==> config.mk <==
export PLATFORM = sky130hd
export DESIGN_NAME = regfile_sequencer_flat
export DESIGN_NICKNAME = d
export VERILOG_FILES = /design/src/rtl/regfile_sequencer_if.sv /design/src/rtl/regfile_sequencer.sv /design/src/flat_wrapper.sv
export SDC_FILE = /design/constraint.sdc
export NUM_CORES = 1
export LEC_CHECK = 0
export CORE_ASPECT_RATIO = 0.6
export CORE_MARGIN = 10
export CORE_UTILIZATION = 45
export DETAILED_ROUTE_END_ITERATION = 10
export GPL_TIMING_DRIVEN = 0
export PLACE_DENSITY_LB_ADDON = 0.12
export SYNTH_ARGS = -nofsm -noshare
export SYNTH_HDL_FRONTEND = slang
export SYNTH_SLANG_ARGS = --single-unit
==> constraint.sdc <==
create_clock -name clock -period 2.46 [get_ports clock]
set_input_delay 0.246 -clock clock [delete_from_list [all_inputs] [get_ports clock]]
set_output_delay 0.246 -clock clock [all_outputs]
set_load 0.1 [all_outputs]
==> src/rtl/regfile_sequencer_if.sv <==
// Command handshake bundle for regfile_sequencer.
//   cmd_valid  : command offered by the master
//   cmd_ready  : sequencer can accept a command (high only while idle)
//   cmd_op     : opcode (NOP, LDI, MOV, CLR, INC, DEC, SWAP, reserved)
//   cmd_dst    : destination register index (0-3 = R1-R4, 4-7 = S1-S4)
//   cmd_src    : source register index
//   cmd_imm    : immediate data for LDI
interface regfile_sequencer_if;
    logic        cmd_valid;
    logic        cmd_ready;
    logic [2:0]  cmd_op;
    logic [2:0]  cmd_dst;
    logic [2:0]  cmd_src;
    logic [31:0] cmd_imm;

    modport master (
        output cmd_valid,
        output cmd_op,
        output cmd_dst,
        output cmd_src,
        output cmd_imm,
        input  cmd_ready
    );

    modport slave (
        input  cmd_valid,
        input  cmd_op,
        input  cmd_dst,
        input  cmd_src,
        input  cmd_imm,
        output cmd_ready
    );
endinterface

==> src/rtl/regfile_sequencer.sv <==
// Sequences single register-file commands into RegSel/ScrSel/FunSel/OutASel/I controls.
//   clock    : sole clock, rising edge
//   reset    : asynchronous active-high reset
//   cmd      : command handshake (slave side)
//   rf_outa  : registered OutA data from the register file
//   RegSel   : one-hot write enable for R1-R4
//   ScrSel   : one-hot write enable for S1-S4
//   FunSel   : register function (000 CLR, 001 LOAD, 010 INC, 011 DEC)
//   OutASel  : read select A
//   OutBSel  : read select B, always 000
//   I        : write data to the register file
//   done     : one-cycle completion pulse
//   err      : one-cycle pulse with done for a rejected command
module regfile_sequencer (
    input  logic                 clock,
    input  logic                 reset,
    regfile_sequencer_if.slave   cmd,
    input  logic [31:0]          rf_outa,
    output logic [3:0]           RegSel,
    output logic [3:0]           ScrSel,
    output logic [2:0]           FunSel,
    output logic [2:0]           OutASel,
    output logic [2:0]           OutBSel,
    output logic [31:0]          I,
    output logic                 done,
    output logic                 err
);

    localparam logic [2:0] OpNop  = 3'b000;
    localparam logic [2:0] OpLdi  = 3'b001;
    localparam logic [2:0] OpMov  = 3'b010;
    localparam logic [2:0] OpClr  = 3'b011;
    localparam logic [2:0] OpInc  = 3'b100;
    localparam logic [2:0] OpDec  = 3'b101;
    localparam logic [2:0] OpSwap = 3'b110;
    localparam logic [2:0] OpRsv  = 3'b111;

    localparam logic [2:0] FunClr  = 3'b000;
    localparam logic [2:0] FunLoad = 3'b001;
    localparam logic [2:0] FunInc  = 3'b010;
    localparam logic [2:0] FunDec  = 3'b011;

    // S4 is the SWAP temporary
    localparam logic [2:0] IdxTmp = 3'd7;

    typedef enum logic [1:0] {StIdle, StExec, StRd, StWr} state_e;

    state_e      state_q, state_d;
    logic [1:0]  step_q, step_d;
    logic        done_q, done_d;
    logic        err_q, err_d;
    logic [2:0]  op_q, dst_q, src_q;
    logic [31:0] imm_q;
    logic        accept;

    function automatic logic is_reject(input logic [2:0] op, input logic [2:0] dst,
                                       input logic [2:0] src);
        return (op == OpRsv) ||
               ((op == OpSwap) && ((src == dst) || (src == IdxTmp) || (dst == IdxTmp)));
    endfunction

    assign cmd.cmd_ready = (state_q == StIdle);
    assign accept        = cmd.cmd_valid && (state_q == StIdle);

    always_ff @(posedge clock or posedge reset) begin
        if (reset) begin
            state_q <= StIdle;
            step_q  <= 2'd0;
            done_q  <= 1'b0;
            err_q   <= 1'b0;
            op_q    <= OpNop;
            dst_q   <= 3'd0;
            src_q   <= 3'd0;
            imm_q   <= 32'd0;
        end else begin
            state_q <= state_d;
            step_q  <= step_d;
            done_q  <= done_d;
            err_q   <= err_d;
            if (accept) begin
                op_q  <= cmd.cmd_op;
                dst_q <= cmd.cmd_dst;
                src_q <= cmd.cmd_src;
                imm_q <= cmd.cmd_imm;
            end
        end
    end

    // Next-state logic. NOP and rejected commands spend one cycle in EXEC with no write.
    always_comb begin
        state_d = state_q;
        step_d  = step_q;
        done_d  = 1'b0;
        err_d   = 1'b0;
        case (state_q)
            StIdle: begin
                step_d = 2'd0;
                if (accept) begin
                    if ((cmd.cmd_op == OpMov) ||
                        ((cmd.cmd_op == OpSwap) &&
                         !is_reject(cmd.cmd_op, cmd.cmd_dst, cmd.cmd_src))) begin
                        state_d = StRd;
                    end else begin
                        state_d = StExec;
                    end
                end
            end
            StExec: begin
                state_d = StIdle;
                done_d  = 1'b1;
                err_d   = is_reject(op_q, dst_q, src_q);
            end
            StRd: begin
                state_d = StWr;
            end
            StWr: begin
                if ((op_q == OpSwap) && (step_q != 2'd2)) begin
                    state_d = StRd;
                    step_d  = step_q + 2'd1;
                end else begin
                    state_d = StIdle;
                    step_d  = 2'd0;
                    done_d  = 1'b1;
                end
            end
            default: begin
                state_d = StIdle;
                step_d  = 2'd0;
            end
        endcase
    end

    // Read/write indices of the current move; SWAP walks dst->S4, src->dst, S4->src.
    logic [2:0] rd_idx, wr_idx;

    always_comb begin
        rd_idx = src_q;
        wr_idx = dst_q;
        if (op_q == OpSwap) begin
            case (step_q)
                2'd0: begin
                    rd_idx = dst_q;
                    wr_idx = IdxTmp;
                end
                2'd1: begin
                    rd_idx = src_q;
                    wr_idx = dst_q;
                end
                default: begin
                    rd_idx = IdxTmp;
                    wr_idx = src_q;
                end
            endcase
        end
    end

    logic        wr_en;
    logic [2:0]  wr_fun;
    logic [31:0] wr_data;

    always_comb begin
        wr_en   = 1'b0;
        wr_fun  = FunClr;
        wr_data = 32'd0;
        OutASel = 3'd0;
        case (state_q)
            StExec: begin
                case (op_q)
                    OpLdi: begin
                        wr_en   = 1'b1;
                        wr_fun  = FunLoad;
                        wr_data = imm_q;
                    end
                    OpClr: begin
                        wr_en  = 1'b1;
                        wr_fun = FunClr;
                    end
                    OpInc: begin
                        wr_en  = 1'b1;
                        wr_fun = FunInc;
                    end
                    OpDec: begin
                        wr_en  = 1'b1;
                        wr_fun = FunDec;
                    end
                    default: begin
                        wr_en = 1'b0;
                    end
                endcase
            end
            StRd: begin
                OutASel = rd_idx;
            end
            StWr: begin
                OutASel = rd_idx;
                wr_en   = 1'b1;
                wr_fun  = FunLoad;
                wr_data = rf_outa;
            end
            default: begin
                wr_en = 1'b0;
            end
        endcase
    end

    always_comb begin
        RegSel = 4'd0;
        ScrSel = 4'd0;
        FunSel = FunClr;
        I      = 32'd0;
        if (wr_en) begin
            if (wr_idx[2]) begin
                ScrSel[wr_idx[1:0]] = 1'b1;
            end else begin
                RegSel[wr_idx[1:0]] = 1'b1;
            end
            FunSel = wr_fun;
            I      = wr_data;
        end
    end

    assign OutBSel = 3'b000;
    assign done    = done_q;
    assign err     = err_q;

endmodule
==> src/flat_wrapper.sv <==
// flat-port wrapper written by rule: the top's interface ports become plain ports
module regfile_sequencer_flat 
  (clock, reset, rf_outa, RegSel, ScrSel, FunSel, OutASel, OutBSel, I, done, err, cmd_cmd_valid, cmd_cmd_op, cmd_cmd_dst, cmd_cmd_src, cmd_cmd_imm, cmd_cmd_ready);
  regfile_sequencer_if cmd_i ();
  input  logic clock;
  input  logic reset;
  input  logic [31:0] rf_outa;
  output logic [3:0] RegSel;
  output logic [3:0] ScrSel;
  output logic [2:0] FunSel;
  output logic [2:0] OutASel;
  output logic [2:0] OutBSel;
  output logic [31:0] I;
  output logic done;
  output logic err;
  input wire logic [$bits(cmd_i.cmd_valid)-1:0] cmd_cmd_valid;
  input wire logic [$bits(cmd_i.cmd_op)-1:0] cmd_cmd_op;
  input wire logic [$bits(cmd_i.cmd_dst)-1:0] cmd_cmd_dst;
  input wire logic [$bits(cmd_i.cmd_src)-1:0] cmd_cmd_src;
  input wire logic [$bits(cmd_i.cmd_imm)-1:0] cmd_cmd_imm;
  output wire logic [$bits(cmd_i.cmd_ready)-1:0] cmd_cmd_ready;
  assign cmd_i.cmd_valid = cmd_cmd_valid;
  assign cmd_i.cmd_op = cmd_cmd_op;
  assign cmd_i.cmd_dst = cmd_cmd_dst;
  assign cmd_i.cmd_src = cmd_cmd_src;
  assign cmd_i.cmd_imm = cmd_cmd_imm;
  assign cmd_cmd_ready = cmd_i.cmd_ready;
  regfile_sequencer u_core (.clock(clock), .reset(reset), .cmd(cmd_i), .rf_outa(rf_outa), .RegSel(RegSel), .ScrSel(ScrSel), .FunSel(FunSel), .OutASel(OutASel), .OutBSel(OutBSel), .I(I), .done(done), .err(err));
endmodule
# [Word-level counts from Yosys, hierarchy flattened]
# Cells that the tools add are included.
[totals] reg_bits=47 in_bits=76 out_inout_bits=52
[classes] addsub=1 n_lt_le_gt_ge=2 n_eq_ne=21 muxes=28 reduce_logical=19
[op_table] cell="32-bit 2-to-1 mux" count=2
[op_table] cell="32-bit one-hot mux with 2 select lines" count=1
[op_table] cell="3-bit equality test (second input constant)" count=10
[op_table] cell="3-bit one-hot mux with 2 select lines" count=3
[op_table] cell="4-bit 2-to-1 mux" count=4
[op_table] cell="3-bit 2-to-1 mux" count=4
[op_table] cell="2-bit 2-to-1 mux" count=4
[op_table] cell="2-bit one-hot mux with 4 select lines" count=1
[op_table] cell="1-bit logical OR" count=7
[op_table] cell="3-bit by 2-bit equality test with 1-bit output (second input constant)" count=2
[op_table] cell="3-bit equality test" count=2
[op_table] cell="1-bit logical AND" count=6
[op_table] cell="2-bit one-hot mux with 3 select lines" count=1
[op_table] cell="2-bit by 1-bit equality test with 1-bit output (second input constant)" count=2
[op_table] cell="2-bit equality test (second input constant)" count=2
[op_table] cell="2-bit zero test" count=2
[op_table] cell="1-bit 2-to-1 mux" count=4
[op_table] cell="1-bit one-hot mux with 2 select lines" count=2
[op_table] cell="2-bit one-hot mux with 2 select lines" count=1
[op_table] cell="4-bit OR reduction" count=1
[op_table] cell="3-bit by 1-bit equality test with 1-bit output (second input constant)" count=1
[op_table] cell="2-bit by 3-bit less-than comparator with 1-bit output (second input constant)" count=1
[op_table] cell="2-bit by 1-bit adder with 2-bit output (second input constant)" count=1
[op_table] cell="1-bit demux with 2-bit select" count=1
[op_table] cell="6 further kinds" count=6

# [Longest topological paths before layout]
# Gate-level depths: netlist (run 1).
[depth] depth_word=11 mapped_depth=7

# [Least setup slack after synthesis (run 1)]
# Ideal clock, no wire load.
[synth_timing] path_type="reg2out" start="register u_core.state_q[0]" end="output port ScrSel[0]" t_arrival_ns=3.436 setup_slack_ns=-1.222 stages_incl_launch_ff=7 cell_sequence="dfrtp_1 ha_1 clkbuf_1 nor2_1 a31oi_1 nand2_1 nor3b_1"
[synth_between] elab_chain_len=3 word_cells_on_any_way=4
[synth_lines] item="start: declaration" line_no="regfile_sequencer.sv:48" source="state_e state_q, state_d;"
[synth_lines] item="start signal: assignment" line_no="regfile_sequencer.sv:67" source="state_q <= StIdle;"
[synth_lines] item="start signal: assignment" line_no="regfile_sequencer.sv:76" source="state_q <= state_d;"
[synth_lines] item="2-bit equality test or 2-bit by 1-bit equality test with 1-bit output (tied branches)" line_no="regfile_sequencer.sv:166" source="case (state_q)"
[synth_lines] item="1-bit one-hot mux with 2 select lines (*)" line_no="regfile_sequencer.sv:166"
[synth_lines] item="4-bit 2-to-1 mux (*)" line_no="regfile_sequencer.sv:211" source="if (wr_en) begin"
[synth_lines] item="end: declaration" line_no="flat_wrapper.sv:9" source="output logic [3:0] ScrSel;"
# Every way passes the cells marked *; elsewhere a longest branch is shown, timed or not.

# [Final worst setup path (run 1)]
[layout_timing] start="register u_core.state_q[1]" end="output port ScrSel[1]"
# The elaborated chain is that of the path after synthesis.

==> results of run 1 <==
[cell type report]
| class | count | area [um^2] |
|---|---|---|
| buffer | 19 | 126 |
| clock buffer | 5 | 68.8 |
| clock inverter | 3 | 15.0 |
| fill | 427 | 1540 |
| inverter | 9 | 33.8 |
| multi-input combinational | 176 | 1460 |
| sequential | 47 | 1180 |
| tap | 80 | 100 |
| timing repair buffer | 126 | 1210 |
[metrics by stage]
step / worst slack (ns) / util, % / power (W) / cells
CTS: 0.0327 / 71.9 / 0.00582 / 463
global placement: -0.665 / 71.4 / 0.00534 / 454
finish: 0.0940 / 73.2 / 0.00589 / 465
detailed placement: -0.662 / 71.8 / 0.00542 / 455
floorplan: -0.330 / - / 0.00450 / 251
global route: -0.0124 / 73.2 / 0.00618 / 465
[registers in the layout (all words and copies together), names as in the netlist]
signal	cells
u_core.done	1
u_core.err	1
u_core.src_q	3
u_core.imm_q	32
u_core.op_q	3
u_core.step_q	2
u_core.state_q	2
u_core.dst_q	3
[kinds of logic (layout without fill, tap and decap cells)]
logic type / count (synthesis) / count (layout) / share of synthesized area, %
AOI/OAI and AO/OA: 62 / 62 / 17.6
other: 1 / 4 / 0.137
and+or+nand+nor: 55 / 55 / 11.0
DFF: 47 / 47 / 43.0
adders and majority gates: 7 / 7 / 3.20
buffers and inverters: 28 / 162 / 5.59
xor gates and xnor gates: 2 / 2 / 0.641
muxes: 46 / 46 / 18.8
[per-layer routing]
layer	wire length, um	up-vias	GRT usage (%)
li1	-	1171	-
met2	3960	93	26.5
met3	892	4	7.26
met5	0	-	0
met4	58	0	4.32
met1	3680	1164	21.3
[power breakdown]
part,switching [W],total [W],internal (W)
registers,0.000279,0.00143,0.00115
clock network,0.000266,0.000461,0.000195
logic,0.00271,0.00400,0.00129
total,0.00325,0.00589,0.00264
[path summary, 6_finish.rpt]
check,startpoint,end,slack (ns),depth (start not counted)
worst min-delay path,reset,u_core.imm_q[9],0.19,2
worst max-delay path,u_core.state_q[1],ScrSel[1],0.09,8
min in group clock,u_core.imm_q[23],u_core.imm_q[23],0.51,1
worst max register to register,u_core.state_q[0],u_core.imm_q[15],0.69,5
max in group asynchronous,reset,u_core.done,1.80,3
worst min register to register,u_core.imm_q[23],u_core.imm_q[23],0.51,1
[cell usage in the layout, fill, tap and decap left out, types with 2 or more instances in the layout]
master            n
buf_6            14
ha_2              3
buf_4            33
dlygate4sd2_1     2
o21ai_0           4
a2111oi_0         2
ha_1              4
nor3_1            2
mux2i_1           3
a21oi_1          13
dfrtp_1          47
clkbuf_8          5
nand3b_1          3
buf_2             8
nor3b_2           2
inv_1             8
clkdlybuf4s15_2   4
nand2_1          13
clkbuf_1          2
clkbuf_4          2
conb_1            4
nand2_2           2
nor2_2            5
clkinv_2          3
nand2b_1          4
mux2_2           42
a22o_1           32
clkdlybuf4s50_1  77
nor2_1           14
nor3b_1           2
[repair_timing]
item,4_1_cts,5_1_grt
gates resized for setup,251,23
pin swaps,0,2
setup buffers,0,2
hold buffers,0,0
setup endpoints to repair,46,44
==> metrics.cfg, run 1 <==
[worst_setup_path]
crit_required_ns=2.21
worstSetupStartpointType=flop
cp-end-kind=primary output
path_class=reg2out
worstPathCellList=inv_1, ha_2, o21a_1, nor2_1, a31oi_2, nand2_2, nor3b_2, buf_6
cp_data_arrival_time_ns=2.12
cp_max_fo=5
slowest_stage=dfrtp_1
cpLargestDelayFamily=flip-flops
max_stage_delay_ns=0.43
crit_buf_inv=2

[pwr]
p_leak_nw=1.85
ir_drop_v=0.000658
p_per_area_mw_per_mm2=1400

[routing]
num_vias=2432
detail_route.wl_per_cell_um=18.5
dr.pass1.iters=5
drc_errors=0
vias_per_cell=5.23
antenna_left=0
routed_wl_um=8580
drt-initial-drc-count=151

[timing]
setup_viol=0
tightest_slew_ns=0.996
finalMaxSlewViolations=0
fin_crit_sh_pct=96.2
slew_headroom_pct=33.4
hold_violations=0
skew_ns=0.00570
fin_crit_ns=2.37
holdWs_ns=0.186
max_freq_mhz=423
finalSetupTns_ns=0

[final_layout]
syn_to_final_growth_pct=53.4
n_antenna_cell=0
final_design_area_no_fill_mm2=0.00419
drive_gt1_share_pct=34.5
final_nets=467

[clock_tree]
cts_sinks=47
clkTransAtPathRegs_ns=0.09
cts_tree=built
clock_tree.root_cell=clkbuf_8
cts_buffers=5
clock_path_buffers=2
h-tree-depth=2
insertion_delay_ns=0.30

[place]
gp_congestion=0.824
port_buffers=123
hpwl_um=6980
post_dp_cell_area_mm2=0.00411

[run_status]
outcome=finished clean

[grt]
track_usage_pct=17.0
antenna_found_initial=0
grt_max_degree=38
grt_pass1_vias=2398
overflow=0
grt_first_pass_wirelength_um=13200

[floorplanning]
rows=21
core_area_mm2=0.00573
die_h_um=80.4
start_util_pct=47.7
dieArea_mm2=0.00969
die_w_um=121
io_pins=128

[synthesis]
synth.most_common_cell=dfrtp_1
yosys-top-cells-area=dfrtp_1 43%, mux2_2 17%, a22o_1 10%
netlist_instances=248
synth_common_cells=47 x dfrtp_1, 42 x mux2_2, 32 x a22o_1, 19 x nor2_1, 14 x nand2_1
avgSynthCellArea_um2=11.0
async_flop_share_pct=100
yosys_warnings=0
synth_area_leader_cell=dfrtp_1
syn-cell-area_mm2=0.00273
synth.distinct_cells=43
dominantRegCellSynth=dfrtp_1
synth_top_area_share_pct=43.0
synth_edf_count=0
ys_seq_elements=47
seq_area_frac_synth_pct=43.0

[job]
drv_cap=0

[worst_hold_path]
hold_class=in2async

Power figures use the tool's default switching activity.
==> run 2, diff against run 1 <==
--- a/config.mk
+++ b/config.mk
@@ -5,6 +5,7 @@
 export SDC_FILE = /design/constraint.sdc
 export NUM_CORES = 1
 export LEC_CHECK = 0
+export ABC_CLOCK_PERIOD_IN_PS = 2460
 export CORE_ASPECT_RATIO = 0.6
 export CORE_MARGIN = 10
 export CORE_UTILIZATION = 45
==> results of run 2 <==
Final layout, timing and power as in run 1 (identical DEF).
==> run 3, diff against run 2 <==
--- a/config.mk
+++ b/config.mk
@@ -12,6 +12,7 @@
 export DETAILED_ROUTE_END_ITERATION = 10
 export GPL_TIMING_DRIVEN = 0
 export PLACE_DENSITY_LB_ADDON = 0.12
+export SLEW_MARGIN = 20
 export SYNTH_ARGS = -nofsm -noshare
 export SYNTH_HDL_FRONTEND = slang
 export SYNTH_SLANG_ARGS = --single-unit
==> metrics.cfg, run 3 (same netlist as run 1, synthesis figures left out) <==
[timing]
skew_ns=0.00610
tightest_slew_ns=0.990
holdWs_ns=0.297
slew_headroom_pct=33.8
max_freq_mhz=419
setup_viol=0
fin_crit_ns=2.39
fin_crit_sh_pct=97.1
finalMaxSlewViolations=0
hold_violations=0

[routing]
routed_wl_um=8610
vias_per_cell=5.23
drt-initial-drc-count=139
num_vias=2429
detail_route.wl_per_cell_um=18.5
antenna_left=0
dr.pass1.iters=4
drc_errors=0

[floorplanning]
die_w_um=121
die_h_um=80.4
rows=21
dieArea_mm2=0.00969
start_util_pct=47.7
core_area_mm2=0.00573
io_pins=128

[final_layout]
n_antenna_cell=0
drive_gt1_share_pct=34.4
final_nets=466
multi_input_area_mm2=0.00146
regMostFlops=u_core.imm_q
seq_area_mm2=0.00118
largest_reg_flops=32
fillerInstances=417
final_design_area_no_fill_mm2=0.00425
layout_commonest_cell=clkdlybuf4s50_1
final_cells=464
mostFrequentLayoutCells=77 x clkdlybuf4s50_1, 47 x dfrtp_1, 42 x mux2_2
syn_to_final_growth_pct=55.5
final_util_pct=74.2

[worst_setup_path]
crit_required_ns=2.21
worstSetupStartpointType=flop
cp_max_fo=5
path_class=reg2out
cp_data_arrival_time_ns=2.14
cp-end-kind=primary output

[clock_tree]
clock_tree.root_cell=clkbuf_8
clock_path_buffers=2
clkTransAtPathRegs_ns=0.09
cts_tree=built
h-tree-depth=2
cts_buffers=5
cts_sinks=47
cts_hold_buf=0
insertion_delay_ns=0.30

[pwr]
p_int_w=0.00286
seqPwrFrac_pct=23.3
p_per_area_mw_per_mm2=1440
p_leak_nw=1.86
p_clk_share_pct=11.2
pwr-share-comb_pct=65.6
ir_drop_v=0.000669
p_sw_share_pct=53.4
power_switching_w=0.00328

[grt]
overflow=0
grt_first_pass_wirelength_um=13400
antenna_found_initial=0
track_usage_pct=17.0
grt_pass1_vias=2418
grt_max_degree=27

[run_status]
outcome=finished clean

[worst_hold_path]
hold_class=in2async

[place]
post_dp_cell_area_mm2=0.00411
gp_congestion=0.824
hpwl_um=7050
port_buffers=123
place_inst=455

[job]
drv_cap=0

## run 3: cell count changes in the layout (fill, tap and decap cells not counted), moves of 2 or more
cell	previous run	this run
clkinv_2	3	0
bufinv_16	0	2
buf_6	14	18
buf_4	33	28
## run 3: repair_timing
item | 4_1_cts | 5_1_grt
endpoints found under the setup margin | 46 | 44
endpoints found under the hold margin | 0 | 0
pin swaps | 0 | 1
gates resized for setup | 250 | 28
setup buffers | 0 | 1
## run 3: metal layers
metal  global-route usage [%]  vias up  wire, um
li1                         -     1166         -
met1                     22.2     1171      3840
met2                     26.3       90      3940
met3                     6.63        2       805
met4                     3.00        0        24
met5                        0        -         0
## run 3: worst max-delay path, stage by stage, from the launching register on
cell and delay [ns]:
dfrtp_1 0.44, inv_1 0.10, ha_2 0.22, o21a_1 0.16
nor2_1 0.05, a31oi_2 0.26, nand2_2 0.13, nor3b_2 0.23
buf_6 0.25
## run 3: layout make-up
class	count	share of cell area (%)
clock buffers	5	1.62
clock inverters	3	1.59
flip-flops and latches	47	27.7
inverters	9	0.795
plain buffers	19	2.97
multi-input cells	176	34.4
repair buffers	125	28.6
well taps	80	2.36
## run 3: path summary, 6_finish.rpt
check / startpoint / endpoint / slack (ns) / depth (start not counted)
setup / recovery: u_core.state_q[1] / ScrSel[1] / 0.07 / 8
hold / removal: reset / u_core.imm_q[2] / 0.30 / 2
setup reg to reg: u_core.state_q[1] / u_core.imm_q[6] / 0.69 / 5
hold reg to reg: u_core.imm_q[23] / u_core.imm_q[23] / 0.51 / 1
max in group asynchronous: reset / u_core.imm_q[0] / 1.66 / 3
min in group clock: u_core.imm_q[23] / u_core.imm_q[23] / 0.51 / 1
## run 3: power by group through the flow
stage | clock, W | sequential, W | combinational, W
6_report | 0.000684 | 0.00143 | 0.00402
5_1_grt | 0.000724 | 0.00147 | 0.00422
4_1_cts | 0.000692 | 0.00141 | 0.00394
3_5_place_dp | 0 | 0.00142 | 0.00400
3_3_place_gp | 0 | 0.00141 | 0.00394
2_1_floorplan | 0 | 0.00142 | 0.00307
## run 3: stage by stage
stage / total power, W / setup TNS (ns) / worst slack [ns]
floorplan: 0.00450 / -1.76 / -0.330
global placement: 0.00534 / -20.93 / -0.665
detailed placement: 0.00542 / -20.49 / -0.648
CTS: 0.00604 / -0.0161 / -0.0161
global route: 0.00641 / -0.0450 / -0.0225
finish: 0.00614 / 0 / 0.0708
